### config.mk
export PLATFORM = sky130hd
export DESIGN_NAME = puf_host_link_flat
export DESIGN_NICKNAME = d
export VERILOG_FILES = /design/src/rtl/puf_host_link_if.sv /design/src/rtl/puf_host_link.sv /design/src/flat_wrapper.sv
export SDC_FILE = /design/constraint.sdc
export NUM_CORES = 1
export LEC_CHECK = 0
export BUFFER_PORTS_ARGS = -buffer_cell sky130_fd_sc_hd__buf_2
export CORE_MARGIN = 1.5
export CORE_UTILIZATION = 35
export DETAILED_ROUTE_END_ITERATION = 6
export PLACE_DENSITY = 0.55
export SKIP_CTS_REPAIR_TIMING = 1
export SYNTH_ARGS = -nofsm -noshare
export SYNTH_HDL_FRONTEND = slang
export SYNTH_SLANG_ARGS = --single-unit
export TNS_END_PERCENT = 20
### constraint.sdc
create_clock -name clk -period 2.5 [get_ports clk]
set_input_delay 0.75 -clock clk [delete_from_list [all_inputs] [get_ports clk]]
set_output_delay 0.75 -clock clk [all_outputs]
set_load 0.02 [all_outputs]
### src/rtl/puf_host_link_if.sv
// Host <-> PUF SoC link bundle: request, serial rx/tx handshakes and response.
// master = host/SoC stimulus side, slave = the puf_host_link initiator.
interface puf_host_link_if #(
    parameter int CHAL_BITS = 8,
    parameter int DEBUG_MOD = 133
) ();
    logic                 i_req_valid;
    logic                 o_req_ready;
    logic [CHAL_BITS-1:0] i_req_chal;
    logic                 i_req_mode;
    logic                 o_start;
    logic                 o_op_mode;
    logic                 i_rx_ready;
    logic                 o_rx_valid;
    logic                 o_rx_data;
    logic                 o_tx_ready;
    logic                 i_tx_valid;
    logic                 i_tx_data;
    logic                 o_rsp_valid;
    logic [DEBUG_MOD-1:0] o_rsp_data;
    logic                 o_rsp_timeout;
    logic                 o_busy;

    modport master (
        output i_req_valid, i_req_chal, i_req_mode, i_rx_ready, i_tx_valid, i_tx_data,
        input  o_req_ready, o_start, o_op_mode, o_rx_valid, o_rx_data, o_tx_ready,
        input  o_rsp_valid, o_rsp_data, o_rsp_timeout, o_busy
    );

    modport slave (
        input  i_req_valid, i_req_chal, i_req_mode, i_rx_ready, i_tx_valid, i_tx_data,
        output o_req_ready, o_start, o_op_mode, o_rx_valid, o_rx_data, o_tx_ready,
        output o_rsp_valid, o_rsp_data, o_rsp_timeout, o_busy
    );
endinterface

### src/rtl/puf_host_link.sv
// Host-side initiator for the PUF SoC serial link: sends a challenge bit-serially,
// collects the response frame and reports it with done/timeout status.
module puf_host_link #(
    parameter int CHAL_BITS   = 8,
    parameter int NORM_MOD    = 34,
    parameter int DEBUG_MOD   = 133,
    parameter int TIMEOUT_CYC = 65535
) (
    input logic            clk,
    input logic            rst,
    puf_host_link_if.slave bus
);
    localparam int MAX_LEN = (DEBUG_MOD > CHAL_BITS) ? DEBUG_MOD : CHAL_BITS;
    localparam int CNT_W   = $clog2(MAX_LEN + 1);
    localparam int TMO_W   = $clog2(TIMEOUT_CYC + 1);

    localparam logic [CNT_W-1:0] CHAL_LAST  = CNT_W'(CHAL_BITS - 1);
    localparam logic [CNT_W-1:0] NORM_LAST  = CNT_W'(NORM_MOD - 1);
    localparam logic [CNT_W-1:0] DEBUG_LAST = CNT_W'(DEBUG_MOD - 1);
    localparam logic [TMO_W-1:0] TMO_LAST   = TMO_W'(TIMEOUT_CYC - 1);

    typedef enum logic [2:0] {IDLE, START, SEND, RECV, DONE} state_t;

    state_t               state;
    logic [CHAL_BITS-1:0] chal_sr;
    logic [CNT_W-1:0]     bit_cnt;
    logic [TMO_W-1:0]     tmo_cnt;
    logic [DEBUG_MOD-1:0] rsp_data;
    logic                 req_ready, start, op_mode, rx_valid, tx_ready;
    logic                 rsp_valid, rsp_timeout, busy;

    logic [CNT_W-1:0] frame_last;
    logic             rx_xfer, tx_xfer;

    assign frame_last = op_mode ? DEBUG_LAST : NORM_LAST;
    // rx_valid/tx_ready are only high in SEND/RECV, so stray peer strobes are ignored.
    assign rx_xfer    = rx_valid && bus.i_rx_ready;
    assign tx_xfer    = tx_ready && bus.i_tx_valid;

    // NOTE: all state updates use non-blocking assignments so every register samples
    // pre-edge values; blocking here would make transitions depend on statement order.
    always_ff @(posedge clk) begin
        if (rst) begin
            state       <= IDLE;
            chal_sr     <= '0;
            bit_cnt     <= '0;
            tmo_cnt     <= '0;
            rsp_data    <= '0;
            req_ready   <= 1'b1;
            start       <= 1'b0;
            op_mode     <= 1'b0;
            rx_valid    <= 1'b0;
            tx_ready    <= 1'b0;
            rsp_valid   <= 1'b0;
            rsp_timeout <= 1'b0;
            busy        <= 1'b0;
        end else begin
            start     <= 1'b0;
            rsp_valid <= 1'b0;
            case (state)
                IDLE: begin
                    if (bus.i_req_valid) begin
                        chal_sr   <= bus.i_req_chal;
                        op_mode   <= bus.i_req_mode;
                        start     <= 1'b1;
                        req_ready <= 1'b0;
                        busy      <= 1'b1;
                        state     <= START;
                    end
                end
                START: begin
                    rsp_data    <= '0;
                    rsp_timeout <= 1'b0;
                    bit_cnt     <= '0;
                    tmo_cnt     <= '0;
                    rx_valid    <= 1'b1;
                    state       <= SEND;
                end
                SEND: begin
                    if (rx_xfer) begin
                        tmo_cnt <= '0;
                        chal_sr <= {chal_sr[CHAL_BITS-2:0], 1'b0};
                        if (bit_cnt == CHAL_LAST) begin
                            bit_cnt  <= '0;
                            rx_valid <= 1'b0;
                            tx_ready <= 1'b1;
                            state    <= RECV;
                        end else begin
                            bit_cnt <= bit_cnt + 1'b1;
                        end
                    end else if (tmo_cnt == TMO_LAST) begin
                        rx_valid    <= 1'b0;
                        rsp_valid   <= 1'b1;
                        rsp_timeout <= 1'b1;
                        state       <= DONE;
                    end else begin
                        tmo_cnt <= tmo_cnt + 1'b1;
                    end
                end
                RECV: begin
                    if (tx_xfer) begin
                        tmo_cnt  <= '0;
                        rsp_data <= {rsp_data[DEBUG_MOD-2:0], bus.i_tx_data};
                        if (bit_cnt == frame_last) begin
                            tx_ready  <= 1'b0;
                            rsp_valid <= 1'b1;
                            state     <= DONE;
                        end else begin
                            bit_cnt <= bit_cnt + 1'b1;
                        end
                    end else if (tmo_cnt == TMO_LAST) begin
                        tx_ready    <= 1'b0;
                        rsp_valid   <= 1'b1;
                        rsp_timeout <= 1'b1;
                        state       <= DONE;
                    end else begin
                        tmo_cnt <= tmo_cnt + 1'b1;
                    end
                end
                DONE: begin
                    op_mode   <= 1'b0;
                    req_ready <= 1'b1;
                    busy      <= 1'b0;
                    state     <= IDLE;
                end
                default: state <= IDLE;
            endcase
        end
    end

    assign bus.o_req_ready   = req_ready;
    assign bus.o_start       = start;
    assign bus.o_op_mode     = op_mode;
    assign bus.o_rx_valid    = rx_valid;
    assign bus.o_rx_data     = chal_sr[CHAL_BITS-1];
    assign bus.o_tx_ready    = tx_ready;
    assign bus.o_rsp_valid   = rsp_valid;
    assign bus.o_rsp_data    = rsp_data;
    assign bus.o_rsp_timeout = rsp_timeout;
    assign bus.o_busy        = busy;
endmodule

### src/flat_wrapper.sv
// flat-port wrapper written by rule: the top's interface ports become plain ports
module puf_host_link_flat 
#(
    parameter int CHAL_BITS   = 8,
    parameter int NORM_MOD    = 34,
    parameter int DEBUG_MOD   = 133,
    parameter int TIMEOUT_CYC = 65535
)
  (clk, rst, bus_i_req_valid, bus_i_req_chal, bus_i_req_mode, bus_i_rx_ready, bus_i_tx_valid, bus_i_tx_data, bus_o_req_ready, bus_o_start, bus_o_op_mode, bus_o_rx_valid, bus_o_rx_data, bus_o_tx_ready, bus_o_rsp_valid, bus_o_rsp_data, bus_o_rsp_timeout, bus_o_busy);
  puf_host_link_if #(.CHAL_BITS(CHAL_BITS), .DEBUG_MOD(DEBUG_MOD)) bus_i ();
  input logic clk;
  input logic rst;
  input wire logic [$bits(bus_i.i_req_valid)-1:0] bus_i_req_valid;
  input wire logic [$bits(bus_i.i_req_chal)-1:0] bus_i_req_chal;
  input wire logic [$bits(bus_i.i_req_mode)-1:0] bus_i_req_mode;
  input wire logic [$bits(bus_i.i_rx_ready)-1:0] bus_i_rx_ready;
  input wire logic [$bits(bus_i.i_tx_valid)-1:0] bus_i_tx_valid;
  input wire logic [$bits(bus_i.i_tx_data)-1:0] bus_i_tx_data;
  output wire logic [$bits(bus_i.o_req_ready)-1:0] bus_o_req_ready;
  output wire logic [$bits(bus_i.o_start)-1:0] bus_o_start;
  output wire logic [$bits(bus_i.o_op_mode)-1:0] bus_o_op_mode;
  output wire logic [$bits(bus_i.o_rx_valid)-1:0] bus_o_rx_valid;
  output wire logic [$bits(bus_i.o_rx_data)-1:0] bus_o_rx_data;
  output wire logic [$bits(bus_i.o_tx_ready)-1:0] bus_o_tx_ready;
  output wire logic [$bits(bus_i.o_rsp_valid)-1:0] bus_o_rsp_valid;
  output wire logic [$bits(bus_i.o_rsp_data)-1:0] bus_o_rsp_data;
  output wire logic [$bits(bus_i.o_rsp_timeout)-1:0] bus_o_rsp_timeout;
  output wire logic [$bits(bus_i.o_busy)-1:0] bus_o_busy;
  assign bus_i.i_req_valid = bus_i_req_valid;
  assign bus_i.i_req_chal = bus_i_req_chal;
  assign bus_i.i_req_mode = bus_i_req_mode;
  assign bus_i.i_rx_ready = bus_i_rx_ready;
  assign bus_i.i_tx_valid = bus_i_tx_valid;
  assign bus_i.i_tx_data = bus_i_tx_data;
  assign bus_o_req_ready = bus_i.o_req_ready;
  assign bus_o_start = bus_i.o_start;
  assign bus_o_op_mode = bus_i.o_op_mode;
  assign bus_o_rx_valid = bus_i.o_rx_valid;
  assign bus_o_rx_data = bus_i.o_rx_data;
  assign bus_o_tx_ready = bus_i.o_tx_ready;
  assign bus_o_rsp_valid = bus_i.o_rsp_valid;
  assign bus_o_rsp_data = bus_i.o_rsp_data;
  assign bus_o_rsp_timeout = bus_i.o_rsp_timeout;
  assign bus_o_busy = bus_i.o_busy;
  puf_host_link #(.CHAL_BITS(CHAL_BITS), .NORM_MOD(NORM_MOD), .DEBUG_MOD(DEBUG_MOD), .TIMEOUT_CYC(TIMEOUT_CYC)) u_core (.clk(clk), .rst(rst), .bus(bus_i));
endmodule
==> summary.md <==
| Metric | Value |
|---|---|
| Status | `complete, no violations` |
| TritonCTS buffer count | `17` |
| GRT Resource Usage Total | `18.1%` |
| Total congestion overflow | `0` |
| Die W | `about 150 µm` |
| Register area share after synthesis | `approximately half` |
| Synth Area in XOR/XNOR | `0.616%` |
| Lkg Pwr | `between 3 and 4 nW` |
| WP data arrival | `approximately 2600 ps` |
| Placer Congestion | `slightly below 0.9` |
| Async SR Flop Fraction | `0%` |
| DRC errors left | `0` |
| WL final | `around 20000 µm` |
| Element type at the critical path start | `flop` |
| Synth Area in Compound Gates | `~18%` |
| Synth top area cells | `dfxtp_1, a21oi_1, nand3_1` |
| TritonCTS clock tree | `built` |
| CP max FO | `13` |
| Largest family of logic cells by synthesized area | `simple AND/OR/NAND/NOR gates` |
| Top cell type's share of synthesized area | `between 40% and 50%` |
| N_diodes | `0` |
| Detail Placement HPWL | `around 13000 µm` |
| Vias in the first global route | `around 5900` |
| Net Sw Frac | `slightly above 30%` |
| I/O pins | `roughly 160` |
| Nets | `approximately 1000` |
| Place WS | `between 100 and 150 ps` |
| Syn_nets | `897` |
| Area Growth Syn to Fin | `22.8%` |
| Port Buffers | `approximately 160` |
| Via density | `5.24` |
| Longest Clk Path Bufs | `2` |
| Post-Syn Instances | `around 900` |
| First-pass GRT wire length | `31800 µm` |
| Die Ht | `roughly 150 µm` |
| Mux cell area share after synthesis | `0.141%` |
| Root Driver | `clkbuf_16` |
| Proportion of layout cells with a drive suffix above 1 | `a little over a fifth` |
| Final WS setup | `approximately 240 ps` |
| H-tree Lvls | `4` |
| Pwr per Cell Area | `735 nW/µm²` |
| RSZ-0062 raised after global routing | `no` |
| Worst-Margin Slew | `~960 ps` |
| Critical-path top delay cell | `nor2_1` |
| Design Power | `roughly 6.4 mW` |
| Hold Path Class | `reg -> reg` |
| Maxcap violations | `0` |
| Clk_lat worst skew | `between 400 and 500 ps` |
| Mapped cell area | `7110 µm²` |
| Setup_tns | `0 ps` |
| Clock skew | `roughly 14 ps` |
| Row cnt | `a little over 50` |
| Final setup fails | `0` |
| VDD IR-drop max | `between 0.4 and 0.5 mV` |
| Initial Utilization | `a little over a third` |
| Synth Area in Simple Gates | `26.3%` |
| Initial antenna violation count | `0` |
| Critical path start-end classification | `reg -> reg` |
| Clock transition at the registers of the reported paths | `roughly 70 ps` |
| Slew Limit Fails | `0` |
| FF+latch count, synth | `~180` |
| Post-synth EDFFs | `0` |
| Post-DR wirelength/cell | `roughly 15 µm` |
| YS warnings | `0` |
| Yosys top cell by area | `dfxtp_1` |
| Crit path cell chain | `and3b_4, a32oi_2, nor2_1, a41oi_1, a31oi_1` |
| Req. time, crit path | `between 2000 and 3000 ps` |
| Slew headroom | `a little over a third` |
| CTS Sinks | `between 150 and 200` |
| Commonest non-fill, non-tap cell in the layout | `dfxtp_1` |
| Core Box Area | `19700 µm²` |
| Drt pass-1 iters | `5` |
| Post-route ant nets | `0` |
| Synth Flop Type | `dfxtp_1` |
| Hold Vio Cnt, Final | `0` |
| Adder-cell share of the synthesized area | `less than 1%` |
| Die footprint | `~21000 µm²` |
| Clock power frac | `between 40% and 50%` |
| Vias | `between 6000 and 7000` |
| Reg power frac | `between 40% and 50%` |
| Gate power share | `between 10% and 20%` |
| Sw Pwr | `1.96 mW` |
| Largest net degree at the start of global routing | `130` |
| Starting DRT DRC Count | `~460` |
| Worst stage delay on the critical path | `slightly below 800 ps` |
| Post-Synthesis Mean Instance Area | `about 8 µm²` |
| Cell variety after synth | `60` |
| Min Tclk post-route | `2260 ps` |
| Final period util | `around nine tenths` |
| Fmax | `~0.44 GHz` |
| Worst Setup End Kind | `flop` |
| Internal | `between 4 and 5 mW` |
| Most frequent cells in the layout | `dfxtp_1, nand2_1, buf_2, a21oi_1, nand3_1` |
-- logic make-up after synthesis --
| logic type | count (synthesis) |
|---|---|
| and+or+nand+nor | 399 |
| xor gates and xnor gates | 5 |
| muxes | 1 |
| DFF | 176 |
| buffers and inverters | 78 |
| adders and majority gates | 3 |
| AOI/OAI and AO/OA | 217 |
-- layer usage --
| layer | share of wire, % | vias up | track usage [%] |
|---|---|---|---|
| met1 | 49 | 3162 | 26.1 |
| met4 | 0.82 | 0 | 4.54 |
| met5 | 0 | - | 0 |
| met2 | 46 | 187 | 27.5 |
| met3 | 5.0 | 17 | 3.92 |
| li1 | - | 3357 | - |
-- layout make-up --
type / instances / area (µm²)
Timing Repair Buffer: 177 / 1030
Tap cell: 265 / 332
Fill cell: 1989 / 11000
Multi-Input combinational cell: 625 / 3230
Clock buffer: 18 / 439
Clock inverter: 14 / 148
Inverter: 8 / 30.0
Sequential cell: 176 / 3520
-- worst max-delay path, delay by kind of cell (launching register included) --
family,cells,cell delay [ps]
AOI/OAI and AO/OA,3,550
DFF,1,440
and+or+nand+nor,2,1210
-- flip-flops by register name, summed over array words and instances, names as in the netlist, 3 cells and up --
| signal | count |
|---|---|
| u_core.chal_sr | 8 |
| u_core.bit_cnt | 8 |
| u_core.state | 3 |
| u_core.tmo_cnt | 16 |
| u_core.bus.o_rsp_data | 133 |
-- cells in the mapped netlist (4+ instances only) --
cell type / number
dfxtp_1: 176
nand2_1: 164
a21oi_1: 154
nand3_1: 148
clkbuf_1: 33
nor2_1: 29
buf_2: 18
buf_4: 15
o21ai_0: 13
nor3_1: 9
a311oi_1: 8
a31oi_1: 8
inv_1: 7
nand4_1: 7
and4_1: 5
and3_1: 4
buf_1: 4
o211ai_1: 4
or3_1: 4
-- stage by stage --
step	cells	utilization [%]	hold slack [ps]	cell area, µm²
floorplan	879	-	433	7110
global placement	1251	41.3	442	8140
detailed placement	1251	41.3	443	8140
CTS	1283	44.3	453	8730
global route	1283	44.3	477	8730
finish	1283	44.3	454	8730
-- final timing paths --
kind | start | end | slack, ps | cells after the start
max reg2reg | u_core.state[2] | u_core.tmo_cnt[14] | 240 | 5
max | u_core.state[2] | u_core.tmo_cnt[14] | 240 | 5
min reg2reg | u_core.bus.o_rsp_data[132] | u_core.bus.o_rsp_data[132] | 450 | 2
min | u_core.bus.o_rsp_data[132] | u_core.bus.o_rsp_data[132] | 450 | 2
-- power by group through the flow --
| stage | logic (mW) | clock network (mW) | registers [mW] |
|---|---|---|---|
| 3_3_place_gp | 0.891 | 0 | 2.97 |
| 3_5_place_dp | 0.882 | 0 | 2.97 |
| 2_1_floorplan | 0.620 | 0 | 2.97 |
| 5_1_grt | 0.963 | 2.83 | 2.91 |
| 6_report | 0.881 | 2.63 | 2.90 |
| 4_1_cts | 0.883 | 2.72 | 2.90 |
No activity file was read; power rests on OpenSTA's default activity.
